$ cat config.mk
export PLATFORM = sky130hd
export DESIGN_NAME = dmem_responder_flat
export DESIGN_NICKNAME = d
export VERILOG_FILES = /design/src/rtl/dmem_responder_pkg.sv /design/src/rtl/dmem_responder_if.sv /design/src/rtl/dmem_responder_array.sv /design/src/rtl/dmem_responder.sv /design/src/flat_wrapper.sv
export SDC_FILE = /design/constraint.sdc
export NUM_CORES = 2
export LEC_CHECK = 0
export ABC_CLOCK_PERIOD_IN_PS = 6200
export CAP_MARGIN = 15
export CORE_UTILIZATION = 50
export CTS_CLUSTER_SIZE = 8
export DETAILED_ROUTE_END_ITERATION = 6
export PLACE_DENSITY = 0.66
export SKIP_LAST_GASP = 1
export SYNTH_ARGS = -nofsm -noshare
export SYNTH_HDL_FRONTEND = slang
export SYNTH_SLANG_ARGS = --single-unit
$ cat constraint.sdc
create_clock -name clk -period 6.2 [get_ports clk]
set_input_delay 1.24 -clock clk [delete_from_list [all_inputs] [get_ports clk]]
set_output_delay 1.24 -clock clk [all_outputs]
set_load 0.01 [all_outputs]
$ cat src/rtl/dmem_responder_pkg.sv
// Shared definitions for the data-memory responder: word size, FSM state
// encodings, operation codes and the latched request record.
// Imported by the interface, the storage array and the responder top.
package dmem_responder_pkg;

    localparam int WORD_SIZE = 16;
    localparam int CNT_BITS  = 16;
    localparam int WAIT_BITS = 4;   // holds LATENCY-1 for LATENCY up to 15

    typedef enum logic [1:0] {
        ST_IDLE = 2'd0,
        ST_WAIT = 2'd1,
        ST_RESP = 2'd2
    } state_t;

    typedef enum logic {
        OP_READ  = 1'b0,
        OP_WRITE = 1'b1
    } op_t;

    // Request as captured at acceptance; it governs the whole access.
    typedef struct packed {
        op_t                  op;
        logic [WORD_SIZE-1:0] addr;
        logic [WORD_SIZE-1:0] wdata;
    } req_t;

endpackage

$ cat src/rtl/dmem_responder_if.sv
// CPU <-> data-memory bus: level-held request, one-cycle response pulse, status.
// Ports: mem_read/mem_write/mem_addr/mem_wdata (CPU -> memory);
//        rsp_ready/rsp_rdata/busy/proto_err/rd_count/wr_count (memory -> CPU).
interface dmem_responder_if;
    import dmem_responder_pkg::*;

    logic                 mem_read;
    logic                 mem_write;
    logic [WORD_SIZE-1:0] mem_addr;
    logic [WORD_SIZE-1:0] mem_wdata;
    logic                 rsp_ready;
    logic [WORD_SIZE-1:0] rsp_rdata;
    logic                 busy;
    logic                 proto_err;
    logic [CNT_BITS-1:0]  rd_count;
    logic [CNT_BITS-1:0]  wr_count;

    modport master (
        output mem_read, mem_write, mem_addr, mem_wdata,
        input  rsp_ready, rsp_rdata, busy, proto_err, rd_count, wr_count
    );

    modport slave (
        input  mem_read, mem_write, mem_addr, mem_wdata,
        output rsp_ready, rsp_rdata, busy, proto_err, rd_count, wr_count
    );

endinterface

$ cat src/rtl/dmem_responder_array.sv
// Word storage: 2^ADDR_BITS words, synchronous write port, combinational read.
// Latency: write lands at the clock edge, read data follows i_raddr combinationally.
// Ports: clk, i_we/i_waddr/i_wdata (write), i_raddr/o_rdata (read). Not reset.
module dmem_array
    import dmem_responder_pkg::*;
#(
    parameter int ADDR_BITS = 8
) (
    input  logic                 clk,
    input  logic                 i_we,
    input  logic [ADDR_BITS-1:0] i_waddr,
    input  logic [WORD_SIZE-1:0] i_wdata,
    input  logic [ADDR_BITS-1:0] i_raddr,
    output logic [WORD_SIZE-1:0] o_rdata
);

    logic [WORD_SIZE-1:0] r_mem [2**ADDR_BITS];

    always_ff @(posedge clk) begin
        if (i_we) begin
            r_mem[i_waddr] <= i_wdata;
        end
    end

    assign o_rdata = r_mem[i_raddr];

endmodule

$ cat src/rtl/dmem_responder.sv
// Fixed-latency data-memory responder: IDLE -> LATENCY x WAIT -> RESP -> IDLE.
// Latency: rsp_ready is high LATENCY+1 cycles after the request is sampled in IDLE.
// Backpressure: requests are only sampled in IDLE; the CPU holds them until rsp_ready.
// Ports: clk, reset_n (synchronous, active-low), bus (slave side of dmem_responder_if).
module dmem_responder
    import dmem_responder_pkg::*;
#(
    parameter int LATENCY   = 4,   // 1..15
    parameter int ADDR_BITS = 8    // 1..16
) (
    input  logic              clk,
    input  logic              reset_n,
    dmem_responder_if.slave   bus
);

    localparam logic [WAIT_BITS-1:0] WAIT_LOAD = WAIT_BITS'(LATENCY - 1);

    state_t               r_state;
    req_t                 r_req;
    logic [WAIT_BITS-1:0] r_wait_cnt;
    logic                 r_rsp_ready;
    logic [WORD_SIZE-1:0] r_rsp_rdata;
    logic                 r_busy;
    logic                 r_proto_err;
    logic [CNT_BITS-1:0]  r_rd_count;
    logic [CNT_BITS-1:0]  r_wr_count;

    logic                 w_req_rd;
    logic                 w_req_wr;
    logic                 w_req_both;
    logic                 w_mem_we;
    logic [ADDR_BITS-1:0] w_addr;
    logic [WORD_SIZE-1:0] w_mem_rdata;

    assign w_req_rd   = bus.mem_read  & ~bus.mem_write;
    assign w_req_wr   = bus.mem_write & ~bus.mem_read;
    assign w_req_both = bus.mem_read  &  bus.mem_write;

    // Upper address bits are dropped, so addresses wrap silently.
    assign w_addr = r_req.addr[ADDR_BITS-1:0];

    // The write commits at the edge leaving RESP; a reset on that same edge
    // aborts the access, so reset_n gates the enable.
    assign w_mem_we = (r_state == ST_RESP) && (r_req.op == OP_WRITE) && reset_n;

    dmem_array #(
        .ADDR_BITS (ADDR_BITS)
    ) u_array (
        .clk     (clk),
        .i_we    (w_mem_we),
        .i_waddr (w_addr),
        .i_wdata (r_req.wdata),
        .i_raddr (w_addr),
        .o_rdata (w_mem_rdata)
    );

    always_ff @(posedge clk) begin
        if (!reset_n) begin
            r_state     <= ST_IDLE;
            r_req       <= '0;
            r_wait_cnt  <= '0;
            r_rsp_ready <= 1'b0;
            r_rsp_rdata <= '0;
            r_busy      <= 1'b0;
            r_proto_err <= 1'b0;
            r_rd_count  <= '0;
            r_wr_count  <= '0;
        end else begin
            r_rsp_ready <= 1'b0;
            case (r_state)
                ST_IDLE: begin
                    if (w_req_both) begin
                        // Ambiguous request: flag it and stay put.
                        r_proto_err <= 1'b1;
                    end else if (w_req_rd || w_req_wr) begin
                        r_req.op    <= w_req_wr ? OP_WRITE : OP_READ;
                        r_req.addr  <= bus.mem_addr;
                        r_req.wdata <= bus.mem_wdata;
                        r_wait_cnt  <= WAIT_LOAD;
                        r_busy      <= 1'b1;
                        r_state     <= ST_WAIT;
                    end
                end
                ST_WAIT: begin
                    if (r_wait_cnt == '0) begin
                        r_state     <= ST_RESP;
                        r_rsp_ready <= 1'b1;
                        // Capture read data on entry so it is registered in RESP.
                        if (r_req.op == OP_READ) begin
                            r_rsp_rdata <= w_mem_rdata;
                        end
                    end else begin
                        r_wait_cnt <= r_wait_cnt - 1'b1;
                    end
                end
                ST_RESP: begin
                    r_state <= ST_IDLE;
                    r_busy  <= 1'b0;
                    if (r_req.op == OP_READ) begin
                        r_rd_count <= r_rd_count + 1'b1;
                    end else begin
                        r_wr_count <= r_wr_count + 1'b1;
                    end
                end
                default: begin
                    r_state <= ST_IDLE;
                    r_busy  <= 1'b0;
                end
            endcase
        end
    end

    assign bus.rsp_ready = r_rsp_ready;
    assign bus.rsp_rdata = r_rsp_rdata;
    assign bus.busy      = r_busy;
    assign bus.proto_err = r_proto_err;
    assign bus.rd_count  = r_rd_count;
    assign bus.wr_count  = r_wr_count;

endmodule

$ cat src/flat_wrapper.sv
// flat-port wrapper written by rule: the top's interface ports become plain ports
module dmem_responder_flat import dmem_responder_pkg::*;
#(
    parameter int LATENCY   = 4,           
    parameter int ADDR_BITS = 8            
)
  (clk, reset_n, bus_mem_read, bus_mem_write, bus_mem_addr, bus_mem_wdata, bus_rsp_ready, bus_rsp_rdata, bus_busy, bus_proto_err, bus_rd_count, bus_wr_count);
  dmem_responder_if bus_i ();
  input  logic clk;
  input  logic reset_n;
  input wire logic [$bits(bus_i.mem_read)-1:0] bus_mem_read;
  input wire logic [$bits(bus_i.mem_write)-1:0] bus_mem_write;
  input wire logic [$bits(bus_i.mem_addr)-1:0] bus_mem_addr;
  input wire logic [$bits(bus_i.mem_wdata)-1:0] bus_mem_wdata;
  output wire logic [$bits(bus_i.rsp_ready)-1:0] bus_rsp_ready;
  output wire logic [$bits(bus_i.rsp_rdata)-1:0] bus_rsp_rdata;
  output wire logic [$bits(bus_i.busy)-1:0] bus_busy;
  output wire logic [$bits(bus_i.proto_err)-1:0] bus_proto_err;
  output wire logic [$bits(bus_i.rd_count)-1:0] bus_rd_count;
  output wire logic [$bits(bus_i.wr_count)-1:0] bus_wr_count;
  assign bus_i.mem_read = bus_mem_read;
  assign bus_i.mem_write = bus_mem_write;
  assign bus_i.mem_addr = bus_mem_addr;
  assign bus_i.mem_wdata = bus_mem_wdata;
  assign bus_rsp_ready = bus_i.rsp_ready;
  assign bus_rsp_rdata = bus_i.rsp_rdata;
  assign bus_busy = bus_i.busy;
  assign bus_proto_err = bus_i.proto_err;
  assign bus_rd_count = bus_i.rd_count;
  assign bus_wr_count = bus_i.wr_count;
  dmem_responder #(.LATENCY(LATENCY), .ADDR_BITS(ADDR_BITS)) u_core (.clk(clk), .reset_n(reset_n), .bus(bus_i));
endmodule
# Word level (Yosys, flattened, before mapping)
# Memory sizes are Yosys's and may differ from the RTL's. A register that Yosys moved wholly into a read port is not among the register bits.
# Index checks and enable logic that the tools add are counted.
[totals]
input_bits = 36
ram_bits = 4096
out_inout_bits = 51
elab_cells = 59
ff_bits = 66
n_memories = 1
[op_classes]
n_eq_ne = 6
n_mux = 15
reduce_logical = 16
bitwise = 8
add_sub_neg = 3
[mem_list]
columns = ["memory", "depth", "width", "rd", "rd_clocked_by_memory_dff", "wr", "line_no", "rtl"]
rows = [
  ["u_core.u_array.r_mem", 256, 16, 1, 1, 1, "dmem_responder_array.sv:17", "logic [WORD_SIZE-1:0] r_mem [2**ADDR_BITS];"],
]
[ops]
columns = ["op", "n"]
rows = [
  ["$add A16 B1 Y16 const B", 2],
  ["$mux W4", 3],
  ["$reduce_and A3 Y1", 4],
  ["$pmux W4 S2", 1],
  ["$reduce_and A2 Y1", 4],
  ["$mux W1", 6],
  ["$mux W2", 3],
  ["$not A1 Y1", 5],
  ["$logic_not A4 Y1", 1],
  ["$ne A2 B1 Y1 const B", 2],
  ["$ne A2 B2 Y1 const B", 2],
  ["$pmux W2 S2", 1],
  ["$reduce_and A4 Y1", 1],
  ["$sub A4 B1 Y4 const B", 1],
  ["$and A1 B1 Y1", 3],
  ["$eq A2 B1 Y1 const B", 1],
  ["$eq A2 B2 Y1 const B", 1],
  ["$logic_and A1 B1 Y1", 2],
  ["$logic_not A2 Y1", 1],
  ["$pmux W1 S2", 1],
  ["$reduce_bool A2 Y1", 1],
  ["$logic_not A1 Y1", 1],
  ["$logic_or A1 B1 Y1", 1],
]

# Logic depth before layout (Yosys ltp)
[logic_depth]
depth_word = 6
depth_mapped = 14
ltp_nobuf = 9

# By module
# A second synthesis with hierarchy kept.
[unflattened]
hier_cells = 7721
hier_area_um2 = 161680.1
[by_module_without_submodules]
columns = ["module", "area_each_um2", "instances", "cells_per_inst", "seq_area_each_um2"]
rows = [
  ["dmem_array", 158394.4, 1, 7344, 122998.0],
  ["dmem_responder", 3285.7, 1, 377, 1641.6],
]

# Worst setup path before layout
# OpenSTA, ideal clock, no wires.
[synth_path]
kind = "reg2reg"
startpoint = "register u_core.r_req[0] in the netlist's numbering"
endpoint = "memory u_core.u_array.r_mem[0][0], data pin"
path_buffers = 0
synth_period_minus_slack_ps = 4253
path_slack_ps = 1947
arrival_ps = 3397
path_stages_with_launch = 1
t_required_ps = 5344
setup_ps = 856
cell_sequence = "dfxtp_1"
[synth_lines]
columns = ["element", "line_no", "rtl"]
rows = [
  ["start, declared", "dmem_responder.sv:19", "req_t r_req;"],
  ["end, declared", "dmem_responder_array.sv:17", ""],
]
# Straight into the memory's write port.

# Final worst setup path
[layout_path]
startpoint = "register u_core.r_req[18] in the netlist's numbering"
endpoint = "memory u_core.u_array.r_mem[190][13] (enable)"
# Straight into the memory's write port.

==> results.yml <==
hold_path:
  min_path_cells: 2
  hold_path_class: "reg2reg"
  hold_start: "u_core.bus.wr_count[8]"
  holdPathEnd: "u_core.bus.wr_count[8]"
synth:
  async_reset_ff_share_pct: 0
  synthCells: 7491
  syn_area_um2: 160700
  synth_seq_cells: 4178
  ys_seq_area_share_pct: 77.58
  synth_fp_nets: 7533
  synth_cell_types: 72
  syn-mean-instance-area_um2: 21.45
  synth_ff_type: "edfxtp_1"
  synth_edf_count: 4096
  yosysWarnings: 0
cells_and_area:
  final_cells: 12610
  layout_common_cells: "4096 x edfxtp_1, 945 x mux4_2, 599 x clkbuf_16, 399 x buf_4, 337 x mux2i_1"
  area_growth_pct: 15.12
  layout-drive-gt1-share_pct: 26.54
  regArea_um2: 124700
  fillers: 22590
  final_area_um2: 185000
  multi_input_area_um2: 33990
  final_nets: 8220
  layout_commonest_cell: "edfxtp_1"
cts:
  cts_tree: "built"
  postCtsHoldBufs: 0
  ctsResizeCount: 0
  clkLatencyLatePin_ns: 1.05
  clock-root-buffer: "clkbuf_16"
  ctsHtreeMaxLevel: 6
  clock_sinks: 4178
  cts_setup_buffers: 0
  numCtsBuffers: 592
  path_clk_slew_ns: 0.05
  clock_path_buffers: 4
sta:
  setup_violations: 0
  min_period_over_period_pct: 75.21
  min_period_ns: 4.663
  worstMarginPinSlew_ns: 1.674
  tns_ns: 0
  whs_ns: 0.5125
  slew_viol_final: 97
  relSlewSlack_pct: -11.63
  fin_worst_skew_ns: 0.05333
  hold_viol: 0
  max_freq_ghz: 0.2144
  rsz0062_at_grt: "false"
route:
  routed_wirelength_um: 438000
  via_per_inst: 6.507
  drt_iter0_markers: 11740
  wl_per_cell_um: 34.75
  drc: 0
  drt_first_pass_iters: 6
  antenna_left: 0
  vias: 82020
status:
  violations: "slew limit"
  status: "complete, but fails checks"
critical_path:
  cp_slowest_cell: "nor2_1"
  worst_ep_arrival_time_ns: 5.37
  r2r-start: "u_core.r_req[18]"
  critPathMaxStageDelay_ns: 0.95
  r2r_cells: 5
  r2r_setup_slack_ns: 1.54
  startpoint_type: "register"
  cp_common_cell: "buf_4"
  path_cells: "buf_4, and2_0, nand2_2, nor2_1, buf_4"
  critPathRequiredTime_ns: 6.91
  crit_path_max_fanout: 23
  end_kind: "register"
  timing.rr.end: "u_core.u_array.r_mem[190][13]"
  worst-setup-path-type: "reg2reg"
placed_design:
  placed_cells: 11860
  dpl_cell_area_um2: 168700
  io_buffers: 78
  place_hpwl_um: 258300
  place.gp.congestion: 0.8923
job:
  drv_cap: 0
die:
  start_util_pct: 50.39
  dieArea_um2: 323600
  die_y_um: 568.9
  fp.dieW_um: 568.9
  core_um2: 318800
  ios: 87
  rows: 207
power:
  power_leakage_nw: 60.04
  comb_power_share_pct: 6.4
  internal_power_w: 0.05004
  switchingPower_w: 0.01447
  powerDensity_nw_per_um2: 348.8
  total_power_w: 0.06451
  swShare_pct: 22.43
  clkPwrFrac_pct: 44.4
  sequentialPowerShare_pct: 49.1
  ir_drop_mv: 0.2759
grt:
  antenna_found_initial: 28
  grt_pass1_wl_um: 615100
  grt-ovfl-total: 0
  grt_max_degree: 205
  grt_pass1_vias: 81670
  grt_use_total_pct: 26.96
[worst max path at each step]
stage	from	endpoint	slack, ns
after global placement	u_core.r_req[17]	u_core.bus.rsp_rdata[15]	1.31
after floorplan	u_core.r_req[0]	u_core.u_array.r_mem[0][0]	1.95
after global routing	u_core.r_req[16]	u_core.bus.rsp_rdata[5]	1.56
after detailed placement	u_core.r_req[16]	u_core.bus.rsp_rdata[5]	1.56
final	u_core.r_req[18]	u_core.u_array.r_mem[190][13]	1.54
after CTS	u_core.r_req[16]	u_core.bus.rsp_rdata[5]	1.58
[cell families (layout without fill, tap and decap cells)]
logic type / Yosys count / after routing / synth area share (%)
mux: 1334 / 1334 / 15.71
other cells: 0 / 10 / 0
buf+inv: 438 / 1258 / 1.392
simple gates: 869 / 869 / 2.434
fa+ha+maj: 6 / 6 / 0.04673
flops: 4178 / 4178 / 77.58
compound gates: 640 / 640 / 2.695
xor+xnor: 26 / 26 / 0.1417
[sequential cells by signal, summed over array words and instances, names as in the netlist]
register	flops
u_core.bus.busy	1
u_core.bus.proto_err	1
u_core.bus.rd_count	16
u_core.bus.rsp_rdata	16
u_core.bus.rsp_ready	1
u_core.bus.wr_count	16
u_core.r_req	25
u_core.r_state	2
u_core.r_wait_cnt	4
u_core.u_array.r_mem	4096
[power by group through the flow]
stage | combinational (W) | sequential [W] | clock [W]
floorplan | 0.00219 | 0.0324 | 0
global placement | 0.00403 | 0.0322 | 0
detailed placement | 0.00410 | 0.0322 | 0
CTS | 0.00411 | 0.0317 | 0.0290
global route | 0.00428 | 0.0317 | 0.0301
finish | 0.00414 | 0.0317 | 0.0287
[through the flow]
step           util, %  setup slack [ns]
6_report         58.01             1.537
3_5_place_dp     52.92             1.563
4_1_cts          57.99             1.581
3_3_place_gp     52.90             1.314
2_1_floorplan        -             1.947
5_1_grt          58.00             1.556
[synthesized netlist by cell type, types with 6 or more instances]
master	count	share of area [%]
a2111oi_0	13	0.071
and3_1	18	0.070
a31oi_1	46	0.18
or4_1	8	0.037
xor2_1	7	0.038
and2_1	33	0.13
or3_1	9	0.035
o21ai_0	96	0.30
mux4_2	945	13
nand4b_1	7	0.038
mux2i_1	337	2.1
buf_6	11	0.077
nor2_1	342	0.80
a21boi_0	32	0.15
a32o_1	12	0.075
nor3_1	27	0.084
nor4_1	7	0.027
ha_1	6	0.047
buf_1	24	0.056
a22oi_1	109	0.51
buf_4	73	0.34
o22ai_1	103	0.40
nor2b_1	23	0.090
a211oi_1	34	0.16
xnor2_1	19	0.10
a221oi_1	9	0.049
mux2_2	52	0.36
a32oi_1	12	0.065
nand4_1	30	0.12
dfxtp_1	82	1.0
o211ai_1	8	0.037
a21oi_1	85	0.26
o22a_1	15	0.082
nand3_1	62	0.19
o221ai_1	29	0.16
buf_2	189	0.59
edfxtp_1	4096	77
nand2b_1	15	0.058
clkbuf_1	134	0.31
nand2_1	258	0.60
[layout make-up]
| type | instances | area share, % |
|---|---|---|
| well taps | 4284 | 2.898 |
| diodes | 10 | 0.01353 |
| clock inverters | 54 | 0.4864 |
| clock buffers | 673 | 8.255 |
| repair buffers | 524 | 2.521 |
| multi-input cells | 2875 | 18.38 |
| inverters | 7 | 0.01691 |
| flip-flops and latches | 4178 | 67.43 |
[layer usage]
metal	global-route usage [%]	share of wire (%)
met1	37.17	38
met2	41.12	46
met3	6.207	11
met4	12.62	5.1
met5	0	0.026
[critical path, delay by kind of cell, from the launching register on]
family / cells / cell delay [ns]
AND/OR/NAND/NOR: 3 / 2.77
flip-flops: 1 / 0.76
buffers and inverters: 2 / 0.76
Note: power is estimated with default switching activity, not from simulation.
